**config.mk**
```make
export PLATFORM = sky130hd
export DESIGN_NAME = wb_trace_fifo
export DESIGN_NICKNAME = d
export VERILOG_FILES = /design/src/rtl/wb_trace_fifo.sv
export SDC_FILE = /design/constraint.sdc
export NUM_CORES = 1
export LEC_CHECK = 0
export BUFFER_PORTS_ARGS = -buffer_cell sky130_fd_sc_hd__buf_2
export CAP_MARGIN = 20
export CORE_UTILIZATION = 62
export CTS_CLUSTER_SIZE = 24
export DETAILED_ROUTE_END_ITERATION = 6
export GPL_TIMING_DRIVEN = 0
export MAX_ROUTING_LAYER = met4
export PLACE_DENSITY = 0.8
export SLEW_MARGIN = 25
export SYNTH_ARGS = -nofsm -noshare
export SYNTH_HDL_FRONTEND = slang
export SYNTH_SLANG_ARGS = --single-unit
```
**constraint.sdc**
```tcl
create_clock -name clk -period 7.7 [get_ports clk]
set_input_delay 1.54 -clock clk [delete_from_list [all_inputs] [get_ports clk]]
set_output_delay 1.54 -clock clk [all_outputs]
set_load 0.02 [all_outputs]
```
**src/rtl/wb_trace_fifo.sv**
```systemverilog
// Trace FIFO behind the write-back stage: captures {ts, dest reg, data} on
// every qualifying register write and drains it over a valid/ready stream.
// The head entry sits in a registered output stage, so a push becomes
// visible on the edge after it is captured.
module wb_trace_fifo #(
  parameter int DEPTH       = 16,
  parameter int TS_WIDTH    = 16,
  parameter bit FILTER_ZERO = 1'b1
) (
  input  logic                      clk,
  input  logic                      rst,
  input  logic                      capture_en,
  input  logic                      wb_en,
  input  logic [4:0]                wb_addr,
  input  logic [31:0]               wb_data,
  output logic                      out_valid,
  input  logic                      out_ready,
  output logic [TS_WIDTH+36:0]      out_data,
  output logic [$clog2(DEPTH):0]    count,
  output logic                      overflow,
  output logic [15:0]               drop_cnt
);
  localparam int AW = $clog2(DEPTH);
  localparam int CW = AW + 1;
  localparam int EW = TS_WIDTH + 37;
  localparam logic [CW-1:0] FULL_CNT = CW'(DEPTH);

  logic [TS_WIDTH-1:0] ts;
  logic [EW-1:0]       mem [DEPTH];
  logic [AW-1:0]       wr_ptr, rd_ptr, rd_ptr_nxt;
  logic [CW-1:0]       count_nxt;
  logic [EW-1:0]       entry, head_nxt;
  logic                push_req, pop, full, push_acc, drop;

  // Push/pop qualification and next-state of occupancy and head entry.
  always_comb begin
    entry      = {ts, wb_addr, wb_data};
    push_req   = capture_en & wb_en & ~(FILTER_ZERO & (wb_addr == 5'd0));
    pop        = out_valid & out_ready;
    full       = (count == FULL_CNT);
    // A full FIFO still accepts when the head leaves in the same cycle.
    push_acc   = push_req & (~full | pop);
    drop       = push_req & full & ~pop;
    count_nxt  = count + CW'(push_acc) - CW'(pop);
    rd_ptr_nxt = rd_ptr + AW'(pop);
    // If the new head is the slot being written this cycle, take the
    // incoming entry directly; the storage array is not updated until the edge.
    if (push_acc && (rd_ptr_nxt == wr_ptr))
      head_nxt = entry;
    else
      head_nxt = mem[rd_ptr_nxt];
  end

  // Storage array; contents are don't-care until written, so no reset.
  always_ff @(posedge clk) begin
    if (!rst && push_acc)
      mem[wr_ptr] <= entry;
  end

  // Timestamp, pointers, occupancy, output stage and drop accounting.
  always_ff @(posedge clk) begin
    if (rst) begin
      ts        <= '0;
      wr_ptr    <= '0;
      rd_ptr    <= '0;
      count     <= '0;
      out_valid <= 1'b0;
      out_data  <= '0;
      overflow  <= 1'b0;
      drop_cnt  <= '0;
    end else begin
      ts        <= ts + 1'b1;
      wr_ptr    <= wr_ptr + AW'(push_acc);
      rd_ptr    <= rd_ptr_nxt;
      count     <= count_nxt;
      out_valid <= (count_nxt != '0);
      if (count_nxt != '0)
        out_data <= head_nxt;
      if (drop) begin
        overflow <= 1'b1;
        if (drop_cnt != 16'hFFFF)
          drop_cnt <= drop_cnt + 16'd1;
      end
    end
  end
endmodule

```
# Word level (Yosys, flattened, before mapping)
# Memories as Yosys holds them, arrays and structs flattened. A register that Yosys moved wholly into a read port is not among the register bits.
# Cells that the tools add are included.
# word_totals
ff_bits	47
inputBits	42
word_cells	33
ramBits	848
memories	1
# memory_table
name	depth	width	read_ports	rd_clocked_by_memory_dff	wr	line	text
mem	16	53	1	1	1	29	logic [EW-1:0] mem [DEPTH];
# op_classes
n_reduce_logical	5
muxes	2
n_bitwise	10
eq_ne	2
n_addsub	6
# ops
cell	n
adder 16 x 1 -> 16 bit (second input constant)	2
!= test 16 bit (second input constant)	1
adder 4 x 1 -> 4 bit	2
AND 1 bit	6
adder 5 x 1 -> 5 bit	1
equality test 5 bit (second input constant)	1
logical NOT 5 bit	1
nonzero test 5 bit	1
subtractor 5 x 1 -> 5 bit	1
inverter 1 bit	3
two-way mux 1 bit	2
AND reduction 2 bit	1
logical AND 1 bit	1
logical NOT 1 bit	1
OR 1 bit	1

# Logic depth before layout (Yosys ltp)
# logic_depth
depth_word	7
mapped_depth	17

# Worst setup path after synthesis
# No wires, ideal clock.
# synth_path
kind	input -> register
start	input port wb_addr[3]
end	memory mem[0][0] in the netlist's numbering (enable)
t_required_ps	7171
setup_ps	529
path_slack_ps	959
t_arrival_ps	6212
n_path_buf	1
path_stages	6
cell_sequence	nor4_1 -> a21oi_1 -> clkbuf_1 -> nand2b_1 -> or4_1 -> nor3_1
# synth_via
elab_chain_cells	7
# synth_rtl
element	line	text
from (decl)	14	input logic [4:0] wb_addr,
logical NOT 5 bit	38	push_req = capture_en & wb_en & ~(FILTER_ZERO & (wb_addr == 5'd0));
inverter 1 bit	38	
AND 1 bit	38	
AND 1 bit	42	push_acc = push_req & (~full | pop);
logical AND 1 bit	56	if (!rst && push_acc)
two-way mux 1 bit	56	
two-way mux 1 bit (not written as such)	57	mem[wr_ptr] <= entry;
to (decl)	29	
# No other way between the ends.

# Worst setup path after layout
# layout_path
start	input port wb_addr[3]
end	register out_data[24], read port of mem
# layout_via
elab_chain_cells	7
# layout_rtl
element	line	text
logical NOT 5 bit	38	
inverter 1 bit	38	
AND 1 bit	38	
AND 1 bit	42	
adder 5 x 1 -> 5 bit	44	count_nxt = count + CW'(push_acc) - CW'(pop);
subtractor 5 x 1 -> 5 bit	44	
nonzero test 5 bit	77	if (count_nxt != '0)
to (decl)	18	output logic [TS_WIDTH+36:0] out_data,
# No other way between the ends.
# A chain may end at the register's enable or synchronous reset.

==> results_dict.tcl <==
set metrics [dict create \
    status "completed" \
    initial_core_util_pct 63.3 \
    async_reset_ff_share_pct 0 \
    cts_made_buffers 92 \
    cp-end-kind "flop" \
    maxCapViolCount 0 \
    yosysSeqAreaShare_pct 74.6 \
    hold_class "reg -> reg" \
    period_minus_slack_ns 6.05 \
    grt_pass1_vias 20900 \
    total_power_mw 13.3 \
    synth-seq-cells 948 \
    synth_area_per_cell_um2 21.2 \
    ctsLongestPathBuffers 3 \
    ctsHoldBuffers 0 \
    cp_max_fo 18 \
    relSlewSlack_pct 30.9 \
    seqCellArea_mm2 0.0275 \
    synth.area.top_cells "edfxtp_1, mux4_2, dfxtp_1" \
    startpoint_type "input pin" \
    root_buffer "clkbuf_16" \
    wire_per_inst_um 34.4 \
    die_w_um 246 \
    setup_viol 0 \
    nFillCells 3010 \
    post_cts_buffers 0 \
    setup_tns_ns 0 \
    required_ns 8.26 \
    grt_antenna_before_repair 3 \
    synth_area_mm2 0.0368 \
    grt_pass1_wl_um 142000 \
    drtAntennaViolNets 0 \
    fmax_ghz 0.165 \
    clkTransAtPathRegs_ns 0.06 \
    finalHoldViolCount 0 \
    htreeDepth 3 \
    whs_ns 0.492 \
    area_delta_synth_final_pct 16.7 \
    fin_crit_sh_pct 78.6 \
    postCtsResizedCells 0 \
    post_drt_via_cell_ratio 7.10 \
    synth_top_area_share_pct 69.2 \
    power.leakage_nw 14.2 \
    layout_common_cells "edfxtp_1, mux4_2, buf_2" \
    synth_cell_type_count 49 \
    layout_commonest_cell "edfxtp_1" \
    vias 20400 \
    routed_wl_um 99000 \
    drc 0 \
    postLayoutCoreUtil_pct 73.9 \
    dp_hpwl_um 56400 \
    clock_sinks 948 \
    grt_max_degree 23 \
    synth_fp_nets 1795 \
    fin_worst_skew_ns 0.0161 \
    rows 88 \
    synthCells 1740 \
    worst-setup-path-type "in -> reg" \
    grtUsageTotal_pct 34.7 \
    tightest_slew_ns 1.04 \
    port_buffers 117 \
    powerDensity_mw_per_mm2 309 \
    io_pins 118 \
    drt_iter0_markers 2868 \
    cts_tree "done" \
    drt-pass1-iter-count 6 \
    synth_edf_count 848 \
    multiInputGateArea_mm2 0.00854 \
    max-vdd-ir-drop_v 0.000225 \
    clk_latency_ns 0.65 \
    final_max_slew_viol_count 0 \
    dieArea_mm2 0.0603 \
    yosysWarnings 0 \
    yosys.area.top_type "edfxtp_1" \
    arrival_ns 6.61 \
    core_area_mm2 0.0581 \
    grt-ovfl-total 0 \
    routabilityCongestion 0.815 \
    rsz0062_at_grt "no" \
    drive_gt1_share_pct 33.8 \
    setup_slack_ns 1.65 \
    layout.nets 2084 \
    dpl_worst_slack_ns 1.35 \
    fp.dieH_um 246 \
    synth_ff_type "edfxtp_1" \
]
## worst max-delay path, cell delays in order
cell	delay [ns]
buf_2	0.30
nor4_1	0.15
a21oi_1	0.29
clkbuf_1	0.46
nand2b_1	0.20
ha_1	0.33
inv_1	0.04
ha_1	0.20
fa_1	0.44
and3b_1	0.21
or4_4	0.52
a211oi_2	0.39
buf_4	0.38
clkbuf_1	0.75
nand3_1	0.26
o221ai_2	0.14
## final cells by class
cell class              count  share of cell area [%]
plain buffers              95                    1.15
clock inverters            55                    1.42
repair buffers            195                    4.53
clock buffers             118                    5.81
diodes                      4                  0.0233
flip-flops and latches    948                    64.0
inverters                 115                    1.01
multi-input cells         582                    19.9
well taps                 765                    2.23
## logic make-up after synthesis
logic type,count (synthesis),synth area share [%]
compound gates,94,2.82
xor+xnor,21,0.578
fa+ha+maj,13,0.462
buf+inv,210,2.51
flops,948,74.6
mux,268,16.3
simple gates,186,2.70
## layer usage
metal	GRT usage, %	part of all wire (%)
met1	44.2	33
met2	55.2	50
met3	6.25	11
met4	15.9	5.1
met5	-	0
## synth_stat cells (all sizes together) (12+ instances only)
| master | count |
|---|---|
| o221ai | 53 |
| a21oi | 17 |
| xnor2 | 15 |
| nand3 | 69 |
| edfxtp | 848 |
| mux4 | 265 |
| nor2 | 35 |
| inv | 115 |
| dfxtp | 100 |
| ha | 12 |
| buf | 44 |
| clkbuf | 51 |
## metrics by stage
step / instances / instance area (µm²)
finish: 2877 / 42900
floorplan: 1740 / 36800
global placement: 2622 / 38300
global route: 2876 / 42900
CTS: 2873 / 42900
detailed placement: 2700 / 39800
## state kept, by name, indices dropped and copies added, names as in the netlist
| register | count |
|---|---|
| mem | 848 |
| rd_ptr | 4 |
| out_data | 53 |
| drop_cnt | 16 |
| wr_ptr | 4 |
| count | 5 |
| ts | 16 |
| overflow | 1 |
| out_valid | 1 |
## path summary, 6_finish.rpt
path | from | end | slack (ns) | depth (start not counted)
max | wb_addr[3] | out_data[24] | 1.65 | 16
min | drop_cnt[4] | drop_cnt[4] | 0.49 | 1
max reg2reg | count[3] | out_data[24] | 2.68 | 16
min reg2reg | drop_cnt[4] | drop_cnt[4] | 0.49 | 1
## power breakdown
part	switching, mW	internal [mW]	total, mW
registers	0.133	5.73	5.87
logic	1.60	1.11	2.71
clock network	1.98	2.71	4.69
No activity file was read; power rests on OpenSTA's default activity.
